`src/rtl/pipeline_hazard_ctrl.sv`:
```
// rtl/pipeline_hazard_ctrl.sv - stall/flush generation for load-use, branch, multiply and exception hazards.
// Optional performance counters are enabled with the HAZARD_PERF_EN macro.
module pipeline_hazard_ctrl #(
  parameter int REG_ADDR_WIDTH = 5,
  parameter int MUL_LATENCY    = 4,
  parameter int CNT_WIDTH      = 16
) (
  input  logic                      clk,
  input  logic                      rst,
  input  logic [REG_ADDR_WIDTH-1:0] id_rs,
  input  logic [REG_ADDR_WIDTH-1:0] id_rt,
  input  logic                      id_uses_rt,
  input  logic                      ex_mem_read,
  input  logic [REG_ADDR_WIDTH-1:0] ex_rd,
  input  logic                      ex_branch_taken,
  input  logic                      ex_mul_start,
  input  logic                      mem_exception,
  output logic                      pc_stall,
  output logic                      ifid_stall,
  output logic                      idex_stall,
  output logic                      ifid_flush,
  output logic                      idex_flush,
  output logic                      exmem_flush,
  output logic                      mul_busy
`ifdef HAZARD_PERF_EN
  ,
  output logic [CNT_WIDTH-1:0]      stall_count,
  output logic [CNT_WIDTH-1:0]      flush_count
`endif
);

  localparam int CW = (MUL_LATENCY > 2) ? $clog2(MUL_LATENCY) : 1;
  // Counter holds the number of MUL_WAIT cycles still to run, including the current one.
  localparam logic [CW-1:0] MUL_LOAD = CW'((MUL_LATENCY > 2) ? (MUL_LATENCY - 2) : 0);

  typedef enum logic {RUN, MUL_WAIT} state_t;

  state_t        state, state_n;
  logic [CW-1:0] cnt, cnt_n;
  logic          load_use;
  logic          s_pc, s_ifid, s_idex, f_ifid, f_idex, f_exmem, busy;

  assign load_use = ex_mem_read && (ex_rd != '0) &&
                    ((ex_rd == id_rs) || (id_uses_rt && (ex_rd == id_rt)));

  always_ff @(posedge clk or negedge rst) begin
    if (!rst) begin
      state <= RUN;
      cnt   <= '0;
    end else begin
      state <= state_n;
      cnt   <= cnt_n;
    end
  end

  always_comb begin
    state_n = state;
    cnt_n   = cnt;
    s_pc    = 1'b0;
    s_ifid  = 1'b0;
    s_idex  = 1'b0;
    f_ifid  = 1'b0;
    f_idex  = 1'b0;
    f_exmem = 1'b0;
    busy    = 1'b0;
    case (state)
      RUN: begin
        if (mem_exception) begin
          f_ifid  = 1'b1;
          f_idex  = 1'b1;
          f_exmem = 1'b1;
        end else if (ex_branch_taken) begin
          f_ifid = 1'b1;
          f_idex = 1'b1;
        end else if (ex_mul_start && (MUL_LATENCY > 1)) begin
          s_pc    = 1'b1;
          s_ifid  = 1'b1;
          s_idex  = 1'b1;
          f_exmem = 1'b1;
          // A two-cycle multiply is covered entirely by this first stall cycle.
          if (MUL_LATENCY > 2) begin
            state_n = MUL_WAIT;
            cnt_n   = MUL_LOAD;
          end
        end else if (load_use) begin
          s_pc   = 1'b1;
          s_ifid = 1'b1;
          f_idex = 1'b1;
        end
      end
      MUL_WAIT: begin
        if (mem_exception) begin
          f_ifid  = 1'b1;
          f_idex  = 1'b1;
          f_exmem = 1'b1;
          cnt_n   = '0;
          state_n = RUN;
        end else begin
          s_pc    = 1'b1;
          s_ifid  = 1'b1;
          s_idex  = 1'b1;
          f_exmem = 1'b1;
          busy    = 1'b1;
          if (cnt <= CW'(1)) begin
            cnt_n   = '0;
            state_n = RUN;
          end else begin
            cnt_n = cnt - CW'(1);
          end
        end
      end
      default: begin
        state_n = RUN;
        cnt_n   = '0;
      end
    endcase
  end

  // Reset gates the outputs directly so they drop without waiting for a clock edge.
  assign pc_stall    = rst & s_pc;
  assign ifid_flush  = rst & f_ifid;
  assign idex_flush  = rst & f_idex;
  assign exmem_flush = rst & f_exmem;
  assign ifid_stall  = rst & s_ifid & ~f_ifid;
  assign idex_stall  = rst & s_idex & ~f_idex;
  assign mul_busy    = rst & busy;

`ifdef HAZARD_PERF_EN
  always_ff @(posedge clk or negedge rst) begin
    if (!rst) begin
      stall_count <= '0;
      flush_count <= '0;
    end else begin
      if (pc_stall && (stall_count != '1))
        stall_count <= stall_count + 1'b1;
      if ((ifid_flush || idex_flush || exmem_flush) && (flush_count != '1))
        flush_count <= flush_count + 1'b1;
    end
  end
`endif

endmodule

```
`config.mk`:
```
export PLATFORM = sky130hd
export DESIGN_NAME = pipeline_hazard_ctrl
export DESIGN_NICKNAME = d
export VERILOG_FILES = /design/src/rtl/pipeline_hazard_ctrl.sv
export SDC_FILE = /design/constraint.sdc
export NUM_CORES = 1
export LEC_CHECK = 0
export ABC_AREA = 1
export BUFFER_PORTS_ARGS = -buffer_cell sky130_fd_sc_hd__buf_2
export CORE_AREA = 2 2 39 41
export DETAILED_ROUTE_END_ITERATION = 6
export DIE_AREA = 0 0 41 43
export GPL_TIMING_DRIVEN = 0
export PLACE_DENSITY = 0.74
export SETUP_SLACK_MARGIN = 0.02
export SYNTH_ARGS = -nofsm -noshare
export SYNTH_HDL_FRONTEND = slang
export SYNTH_SLANG_ARGS = --single-unit
```
`constraint.sdc`:
```
create_clock -name clk -period 2 [get_ports clk]
set_input_delay 0.2 -clock clk [delete_from_list [all_inputs] [get_ports clk]]
set_output_delay 0.2 -clock clk [all_outputs]
set_load 0.005 [all_outputs]
```
==> qor.yml <==
status: "complete, no violations"
cts_tree: "done"
hold_path.class: "in -> reg"
synth_top_family_by_area: "simple AND/OR/NAND/NOR gates"
worstSetupEndpoint: "ifid_stall"
synth_flop_cell: "dfrtp_1"
globalRouteOverflowTotal: 0
muxShareOfSynthArea_pct: 0
cts_max_path_buffers: 2
wl_met1_um: 467
ant_nets: 0
ioPinCount: 29
final_core_util_pct: 43.9
yosysUniqueCellTypes: 14
routed_wl_um: 1080
vias_per_cell: 4.24
antenna_found_initial: 0
startpoint: "state$_DFF_PN0_"
fin_skew_ns: 0.000199
std_cell_rows: 14
maxClockFrequency_ghz: 0.671
crit_type: "reg -> out"
peakVddDrop_uv: 248
synth_common_cells: "nand2_1 (29), inv_1 (15), nor2_1 (13)"
wl_per_cell_um: 8.17
die_h_um: 43
slowest_stage: "dfrtp_1"
pre_cts_ws_ns: 0.745
yosys.area_share.adder_pct: 0
via_count: 560
grt_max_degree: 7
arrival_ns: 1.29
clk-insertion-delay-late_ns: 0.23
crit_top_cell: "a21oi_1"
h-tree-depth: 1
ys_async_sr_fraction_pct: 100
grt_pass1_wl_um: 1770
timing.rr.end: "cnt[1]$_DFFE_PN0P_"
dp_hpwl_um: 909
placed_area_um2: 572
fin_area_um2: 608
top_layer: "met3"
synth_compound_area_share_pct: 13.1
fin_tns_setup_ns: 0
power.density_mw_per_mm2: 442
synth_top_area_share_pct: 26.4
drt_iter0_drc: 4
port-buffer-count: 28
finalNonFillerCells: 132
drc: 0
rr_worst_depth: 4
crit_path_max_fanout: 6
synth-simple-area-share_pct: 48.3
post-route-min-period_ns: 1.49
post_synth.cell_area_avg_um2: 4.96
antenna_cells: 0
route.met2.wl_um: 581
hold_buffers: 1
cts.sinks: 3
setup_ws_ns: 0.511
wl_met3_um: 29
synth_edf_count: 0
hold_viol_final: 0
cts_buffers: 3
cts_resized: 0
synth_xor_area_share_pct: 2.13
slew_viol_final: 0
ys_seq_elements: 3
cpPeakStageDelay_ns: 0.33
start_util_pct: 29.7
root_buffer: "clkbuf_4"
place_inst: 127
ys_warn_count: 0
die_x_um: 41
critPathRequiredTime_ns: 1.80
die_area_mm2: 0.00176
core_area_mm2: 0.00138
synth.net_count: 105
critPathLaunchType: "flop"
end_kind: "output port"
grt_pass1_vias: 504
syn-cell-area_um2: 412
r2r_start: "state$_DFF_PN0_"
crit_chain: "inv_2, a21oi_1, nand2_1, a21oi_1, buf_2"
synthTopCellsByArea: "nand2_1 (26%), dfrtp_1 (18%), inv_1 (14%)"
yosysSeqAreaShare_pct: 18.2
yosysMostFrequentCell: "nand2_1"
yosysTopAreaCell: "nand2_1"
cts_setup_buffers: 0
relSlewSlack_pct: 81.1
leakage_nw: 0.402
worstMarginPinSlew_ns: 0.281
drv_cap: 0
gp_congestion: 0.787
grtUsageTotal_pct: 14.5
area_growth_pct: 47.7
clk_pin_slew_ns: 0.03
drive_gt1_share_pct: 32.8
synthCells: 83
setup_viol: 0
nets: 139
finalCritPeriodShare_pct: 74.5
grt_setup_unrepaired: "no"
reg2reg_slack_ns: 1.04
dr.pass1.iters: 4
worst min path at each step:
stage                     from            endpoint  slack, ns  cells after the start
2_1_floorplan              rst  cnt[0]$_DFFE_PN0P_       -0.1                      0
3_3_place_gp               rst     state$_DFF_PN0_       0.01                      1
3_5_place_dp               rst     state$_DFF_PN0_       0.01                      1
4_1_cts        ex_branch_taken     state$_DFF_PN0_       0.28                      4
5_1_grt        ex_branch_taken     state$_DFF_PN0_       0.31                      4
6_report       ex_branch_taken     state$_DFF_PN0_       0.29                      4
routing by layer:
| metal | vias up | global-route usage [%] |
|---|---|---|
| li1 | 316 | - |
| met1 | 235 | 14.6 |
| met2 | 9 | 26.3 |
| met3 | 0 | 1.57 |
| met4 | 0 | 8.00 |
| met5 | - | 0 |
cells in the final DEF (no fill, tap or decap), drive strengths merged:
cell type,instances
nand2,29
buf,28
inv,20
nor2,14
nand3,6
a21oi,4
clkbuf,4
o21ai,3
dfrtp,3
xnor2,1
a31oi,1
nor3,1
o221ai,1
dlygate4sd3,1
cell type report:
class	instances	area, µm²
sequential	3	75.1
fill	162	776
clock buffer	4	26.3
multi-input combinational	60	262
timing repair buffer	29	150
tap	16	20.0
inverter	20	75.1
power breakdown:
group | switching [mW] | internal (mW)
logic | 0.0522 | 0.0421
clock network | 0.0287 | 0.0746
registers | 0.00325 | 0.0679
total | 0.0841 | 0.185
worst max-delay path: cells and delay by family (launching register included):
kind | cells | cell delay (ns)
AOI/OAI and AO/OA | 2 | 0.40
buffers and inverters | 2 | 0.19
DFF | 1 | 0.33
and+or+nand+nor | 1 | 0.14
metrics by stage:
| stage | hold slack [ns] | total power, mW |
|---|---|---|
| 4_1_cts | 0.282 | 0.275 |
| 2_1_floorplan | -0.0956 | 0.122 |
| 3_3_place_gp | 0.00955 | 0.162 |
| 5_1_grt | 0.309 | 0.298 |
| 6_report | 0.294 | 0.269 |
| 3_5_place_dp | 0.0131 | 0.165 |
flip-flops by register name (all words and copies together) (netlist names):
signal  flops
state       1
cnt         2
logic make-up (layout without fill, tap and decap cells):
family,count (synthesis),count (layout)
compound gates,9,9
xor+xnor,1,1
buf+inv,20,53
flops,3,3
simple gates,50,50
No activity file was read; power rests on OpenSTA's default activity.
